[src/rtl/sprite_read_arbiter.sv]
// Round-robin arbiter sharing one sprite frameRAM read port among NUM_REQ draw units.
// Converts sprite-local (x,y) to a linear address and returns data tagged with requester id.
module sprite_read_arbiter #(
    parameter int NUM_REQ = 3,
    parameter int SPR_W   = 20,
    parameter int SPR_H   = 20,
    parameter int ID_W    = 3
) (
    input  logic                   Clk,
    input  logic                   Reset_n,
    input  logic [NUM_REQ-1:0]     req,
    input  logic [NUM_REQ*5-1:0]   req_x,
    input  logic [NUM_REQ*5-1:0]   req_y,
    input  logic                   hold,
    output logic [NUM_REQ-1:0]     gnt,
    output logic [18:0]            ram_read_address,
    input  logic [4:0]             ram_data_out,
    output logic                   rd_valid,
    output logic [ID_W-1:0]        rd_id,
    output logic [4:0]             rd_data
);

    logic [ID_W-1:0]    rr_ptr_r;
    logic               found_s;
    int                 win_idx_s;
    int                 scan_idx_s;
    logic [ID_W-1:0]    win_s;
    logic [NUM_REQ-1:0] onehot_s;
    logic [4:0]         x_s;
    logic [4:0]         y_s;
    logic               oob_s;
    logic [18:0]        addr_s;
    logic               grant_s;

    logic [NUM_REQ-1:0] gnt_r;
    logic [18:0]        addr_r;
    logic [ID_W-1:0]    tag_r;
    logic               tag_oob_r;
    logic               rd_valid_r;
    logic [ID_W-1:0]    rd_id_r;
    logic               rd_oob_r;

    // Round-robin scan starting just after the last winner.
    always_comb begin
        found_s    = 1'b0;
        win_idx_s  = 0;
        scan_idx_s = 0;
        for (int k = 1; k <= NUM_REQ; k++) begin
            scan_idx_s = (int'(rr_ptr_r) + k) % NUM_REQ;
            if (!found_s && req[scan_idx_s]) begin
                found_s   = 1'b1;
                win_idx_s = scan_idx_s;
            end else begin
                found_s   = found_s;
            end
        end
    end

    // Winner's coordinates, range check and linear address.
    always_comb begin
        win_s               = ID_W'(win_idx_s);
        onehot_s            = '0;
        onehot_s[win_idx_s] = 1'b1;
        x_s                 = req_x[win_idx_s*5 +: 5];
        y_s                 = req_y[win_idx_s*5 +: 5];
        oob_s               = (int'(x_s) >= SPR_W) || (int'(y_s) >= SPR_H);
        if (oob_s) begin
            addr_s = 19'd0;
        end else begin
            addr_s = 19'(y_s) * 19'(SPR_W) + 19'(x_s);
        end
        grant_s             = found_s && !hold;
    end

    // Grant stage: one-hot grant pulse, RAM address and pending tag.
    always_ff @(posedge Clk or negedge Reset_n) begin
        if (!Reset_n) begin
            gnt_r     <= '0;
            addr_r    <= 19'd0;
            rr_ptr_r  <= ID_W'(NUM_REQ - 1);
            tag_r     <= '0;
            tag_oob_r <= 1'b0;
        end else if (grant_s) begin
            gnt_r     <= onehot_s;
            addr_r    <= addr_s;
            rr_ptr_r  <= win_s;
            tag_r     <= win_s;
            tag_oob_r <= oob_s;
        end else begin
            gnt_r     <= '0;
        end
    end

    // Return stage: tag lines up with the RAM's registered read data.
    always_ff @(posedge Clk or negedge Reset_n) begin
        if (!Reset_n) begin
            rd_valid_r <= 1'b0;
            rd_id_r    <= '0;
            rd_oob_r   <= 1'b0;
        end else begin
            rd_valid_r <= |gnt_r;
            if (|gnt_r) begin
                rd_id_r  <= tag_r;
                rd_oob_r <= tag_oob_r;
            end
        end
    end

    // Out-of-range reads and idle cycles return the transparent index 0.
    always_comb begin
        if (rd_valid_r && !rd_oob_r) begin
            rd_data = ram_data_out;
        end else begin
            rd_data = 5'd0;
        end
    end

    assign gnt              = gnt_r;
    assign ram_read_address = addr_r;
    assign rd_valid         = rd_valid_r;
    assign rd_id            = rd_id_r;

endmodule

[config.mk]
export PLATFORM = sky130hd
export DESIGN_NAME = sprite_read_arbiter
export DESIGN_NICKNAME = d
export VERILOG_FILES = /design/src/rtl/sprite_read_arbiter.sv
export SDC_FILE = /design/constraint.sdc
export NUM_CORES = 1
export LEC_CHECK = 0
export BUFFER_PORTS_ARGS = -buffer_cell sky130_fd_sc_hd__buf_2
export CAP_MARGIN = 15
export CORE_AREA = 2 2 79 100
export DETAILED_ROUTE_END_ITERATION = 10
export DIE_AREA = 0 0 81 102
export PLACE_DENSITY_LB_ADDON = 0.15
export SYNTH_ARGS = -nofsm -noshare
export SYNTH_HDL_FRONTEND = slang
export SYNTH_SLANG_ARGS = --single-unit
[constraint.sdc]
create_clock -name Clk -period 11.65 [get_ports Clk]
set_clock_uncertainty 0.1 [all_clocks]
set_input_delay 1.7475 -clock Clk [delete_from_list [all_inputs] [get_ports Clk]]
set_output_delay 1.7475 -clock Clk [all_outputs]
set_load 0.01 [all_outputs]
---- Word level (Yosys, flattened, before mapping) ----
Cells that the tools add are included.
storage, ports and cells
  flip-flop bits (word level) ............. 34
  output and inout port bits .............. 31
  logic and storage cells ................. 57
cells by class
  add/sub/neg operators ................... 4
  multiply operators ...................... 2
  divide/modulo/power cells ............... 3
  order comparisons ....................... 7
  shift operators ......................... 2
  mux-type cells .......................... 20
  reduce and logical (&&, ||, !) cells .... 11
operators by type and width
  operator                 number
  $lt A32 B4 Y1 const B    4
  $mod A32 B3 Y32 const B  3
  $mux W32                 3
  $shiftx A15 B32 Y5       2
  $ge A32 B1 Y1 const B    1
  $mul A32 B4 Y32 const B  1
  $add A10 B5 Y11          1
  $mux W11                 1
  $ge A5 B5 Y1 const B     2
  $mux W1                  10
  $add A3 B2 Y4 const B    2
  $mul A5 B3 Y8 const B    1
  $bmux W1 S2              3
  $logic_and A1 B1 Y1      5
  $mux W5                  1
  $add A3 B1 Y4 const B    1
  $logic_not A1 Y1         4
  $mux W3                  1
  $reduce_or A3 Y1         1
  $demux W1 S2             1
  $logic_or A1 B1 Y1       1

---- Depth between registers and ports, before layout ----
  word-level depth ........................ 17
  mapped depth ............................ 41

---- Worst setup path after synthesis ----
OpenSTA, ideal clock, no wires.
  path type ............................... reg2reg
  start ................................... register rr_ptr_r[0]
  end ..................................... register addr_r[9] (netlist: ram_read_address[9])
  library setup time ...................... 137 ps
  arrival ................................. 8,297 ps
  required time ........................... 11,413 ps
  slack ................................... 3,116 ps
  cell stages (with the launch flop) ...... 40
  cells stage by stage .................... dfrtp_1 -> buf_2 -> inv_1 -> clkbuf_1 -> ha_1 -> ha_1 -> ha_1 -> clkbuf_1 -> nor2_1 -> o21ai_1 -> o2111ai_4 -> inv_1 -> ha_1 -> or3_1 -> o32ai_4 -> nand2_2 -> mux2_4 -> o221a_1 -> [4 not listed] -> ha_1 -> ha_1 -> inv_1 -> fa_1 -> xnor2_1 -> or3_4 -> a211oi_1 -> o22ai_1 -> o221ai_2 -> and3_1 -> nor2_1 -> ha_1 -> fa_1 -> xor2_1 -> nand3_1 -> nand2b_1 -> o211ai_1 -> o311ai_1
RTL lines
  item                      RTL line  text
  start: declaration        23        logic [ID_W-1:0] rr_ptr_r;
  start signal: assignment  80        rr_ptr_r <= ID_W'(NUM_REQ - 1);
  start signal: assignment  86        rr_ptr_r <= win_s;
  end signal: assignment    85        addr_r <= addr_s;
  end: declaration          36        logic [18:0] addr_r;

---- Worst setup path in the final report ----
  start ................................... register rr_ptr_r[0]
  end ..................................... register addr_r[9] (netlist: ram_read_address[9])
between the ends
  cells in the longest elaborated chain, start to end .. 17
  elaborated cells on any way between the ends .. 35
  those cells by class .................... 4 x add/sub; 2 x mul; 3 x div; 2 x order compare; 2 x shift; 16 x mux; 6 x reduce/logical
RTL lines
  item                                                          RTL line  text
  $add A3 B1 Y4                                                 49        scan_idx_s = (int'(rr_ptr_r) + k) % NUM_REQ;
  $mod A32 B3 Y32                                               49
  $bmux W1 S2                                                   50        if (!found_s && req[scan_idx_s]) begin
  $mux W1 (implied by the code) (2 in series)                   50
  $mux W1                                                       50
  $logic_not A1 Y1                                              50
  $logic_and A1 B1 Y1                                           50
  $mux W1                                                       50
  $logic_not A1 Y1                                              50
  $logic_and A1 B1 Y1                                           50
  $mux W32                                                      50
  $mul A32 B4 Y32                                               64, 65
  $shiftx A15 B32 Y5 (on tied branches)                         65, 64
  $mul A5 B3 Y8 / $ge A5 B5 Y1 (equally long branches)          70, 66
  $add A10 B5 Y11 / $logic_or A1 B1 Y1 (equally long branches)  70, 66
  $mux W11                                                      67        if (oob_s) begin
Several ways; a longest one is shown, not always the timed one. The select of a mux whose other input is x is not followed.
A chain may end at the register's enable or synchronous reset.

==> reports/results.ini <==
[synth]
syn_avg_cell_area_um2 = 8.00
synth_area_leaders = dfrtp_1 14%, ha_1 9.8%, mux2i_1 6.2%
yosysTopAreaCell = dfrtp_1
synth.distinct_cells = 98
ys_seq_area_share_pct = 14.3
yosys.area.top_type_share_pct = 13.7
synth_edf_count = 0
netlist_area_um2 = 4210
yosysWarnings = 0
synth_cells = 526
yosys_register_bits = 24
synthFlopType = dfrtp_1
ys_async_sr_fraction_pct = 100

[worst_setup_path]
arrival_ps = 10010
worst_path_max_delay_cell = dfrtp_1
r2r_cells = 33
crit_fanout = 37
end_kind = flip-flop
crit_type = flip-flop to flip-flop
crit_required_ps = 11700
rrSetupSlack_ps = 1690
critPathMostFrequentCell = ha_1
start_kind = flip-flop
critical_path.reg2reg.startpoint = rr_ptr_r[0]
worstReg2RegEnd = ram_read_address[9]
max_stage_delay_ps = 870

[floorplan]
initial_core_util_pct = 57.9
rows = 35
dieArea_um2 = 8260
num_io_pins = 72
coreArea_um2 = 7270
die_h_um = 102
die_w_um = 81

[hold_path]
hold_path_depth = 2
holdCritStartpoint = rd_id[1]
hold-path-endpoint = rd_id[1]
hp-class = flip-flop to flip-flop

[placement]
dpl_worst_slack_ps = 1760
io_buffers = 63
dp.final_hpwl_um = 9190
place_area_um2 = 4460
gp_congestion = 0.942
dpl.cell_count = 657

[drt]
vias_per_cell = 6.23
drtIter0Drc = 162
route.detailed.drc = 0
num_vias = 4115
routedWlPerCell_um = 17.2
antenna_left = 0
drt-pass1-iter-count = 5
routed_wl_um = 11400

[finish]
area_growth_pct = 7.40
n_fill_cell = 699
antenna_cells = 0
final_nets = 646
final_cells = 661
post-route-cell-area_um2 = 4520
drive_gt1_share_pct = 19.9

[grt]
grt_busiest_layer = met2
grt_pass1_wl_um = 18400
grt_max_degree = 38
met1_usage_pct = 31.5
grt_pass1_vias = 3972
grtUsageMet2_pct = 52.9
grt_util_met3_pct = 1.86
grtUsageTotal_pct = 27.6
grt_antenna_before_repair = 0
grt_overflow_total = 0

[sta]
period_minus_slack_ps = 9960
final.setup.worst_slack_ps = 1690
slew_violations = 0
rsz0062_at_grt = false
hold_viol = 0
tightest_slew_ps = 800
max-slew-margin-rel_pct = 46.3
timing.fmax_ghz = 0.100
period_share_pct = 85.5
final.setup.tns_ps = 0
finalSetupViolations = 0

[clock_network]
cts_sinks = 24
clockRootBuffer = clkbuf_8
post_cts_buffers = 0
cts_tree = built
path_clk_slew_ps = 90
post_cts_resized = 0
h-tree-depth = 1
clkLatencyLatePin_ps = 270
cts_made_buffers = 3
cts_buffer_depth = 2
cts.hold.buffers_added = 0

[flow_run]
maxCapViolCount = 0

[outcome]
status = completed

[cells by family after synthesis]
family	Yosys count	share of synthesized area (%)
and+or+nand+nor	178	21.1
AOI/OAI and AO/OA	165	29.6
buffers and inverters	65	8.12
muxes	39	11.3
adders and majority gates	35	10.8
DFF	24	14.3
xor gates and xnor gates	19	4.76
other	1	0.0891
[critical path, delay by kind of cell (launching register included)]
family	cells	cell delay, ps
AO/OA/AOI/OAI	10	2960
adder cells (fa/ha/maj)	9	2940
AND/OR/NAND/NOR	8	1790
flip-flops	1	870
buffers and inverters	4	800
XOR/XNOR	2	350
[cell type report]
cell class              count  area, um2  area share, %
clock buffers               4       55.1           1.22
inverters                  33        134           2.96
multi-input cells         444       3290           72.8
flip-flops and latches     24        602           13.3
well taps                  92        115           2.55
repair buffers             64        323           7.14
[worst max-delay path by stage]
stage                            from             endpoint  slack, ps  depth (start not counted)
after floorplan           rr_ptr_r[0]  ram_read_address[9]       3120                         39
after global placement    rr_ptr_r[0]  ram_read_address[9]       2090                         33
after detailed placement  rr_ptr_r[0]  ram_read_address[9]       1760                         33
after CTS                 rr_ptr_r[0]  ram_read_address[9]       1730                         33
after global routing      rr_ptr_r[0]  ram_read_address[9]       1000                         33
final                     rr_ptr_r[0]  ram_read_address[9]       1690                         33
[layer usage]
| layer | share of wire [%] | vias to the layer above |
|---|---|---|
| li1 | - | 2029 |
| met1 | 39 | 1938 |
| met2 | 54 | 118 |
| met3 | 2.9 | 30 |
| met4 | 3.4 | 0 |
| met5 | 0 | - |
[Yosys cell counts, types with 4 or more instances]
master    count
nor2b_1       7
mux2_2        4
a31oi_1       6
mux2i_1      26
o21ai_0      25
nand2_1      52
xor2_1        4
o22ai_1       6
inv_1        28
a32o_1        4
dfrtp_1      23
buf_6         6
a22o_1        6
mux4_2        5
nand3_1      19
a211oi_1     10
o21ai_1       8
nor3_1       17
nand2b_1      7
buf_2         6
o211ai_1      7
o21a_1        4
clkbuf_1      9
xnor2_1      12
ha_1         33
a21o_1        6
nor2_1       34
a21oi_1      29
and3_1        5
buf_4         9
and2_1       11
[through the flow]
| step | hold WS, ps | utilization [%] |
|---|---|---|
| 3_5_place_dp | 371 | 61.4 |
| 6_report | 387 | 62.2 |
| 3_3_place_gp | 360 | 61.4 |
| 2_1_floorplan | 350 | - |
| 4_1_cts | 391 | 62.2 |
| 5_1_grt | 413 | 62.2 |
[flip-flops by register name (all words and copies together) (netlist names)]
register and cells:
tag_oob_r 1, rd_valid 1, rd_id 3, rd_oob_r 1
tag_r 1, ram_read_address 11, gnt 3, rr_ptr_r 3
[placed cells by master, fill, tap and decap left out, types with 4 or more instances in the layout]
| master | count |
|---|---|
| o211ai_1 | 7 |
| a32o_1 | 4 |
| nand2b_1 | 7 |
| and3_1 | 5 |
| o21a_1 | 4 |
| mux4_2 | 5 |
| xor2_1 | 4 |
| nor2_1 | 34 |
| and2_1 | 11 |
| ha_1 | 33 |
| nor3_1 | 17 |
| a22o_1 | 6 |
| a21o_1 | 6 |
| mux2i_1 | 26 |
| a211oi_1 | 10 |
| conb_1 | 8 |
| nand2_1 | 52 |
| a31oi_1 | 6 |
| inv_1 | 28 |
| o21ai_0 | 25 |
| clkbuf_8 | 4 |
| o22ai_1 | 6 |
| dfrtp_1 | 23 |
| a21oi_1 | 29 |
| nor2b_1 | 7 |
| nand3_1 | 19 |
| mux2_2 | 4 |
| xnor2_1 | 12 |
| buf_2 | 63 |
| o21ai_1 | 8 |
Power is left out: the tool's default activity adds up to more than one toggle a clock period on the data nets, which glitch-free logic cannot reach.
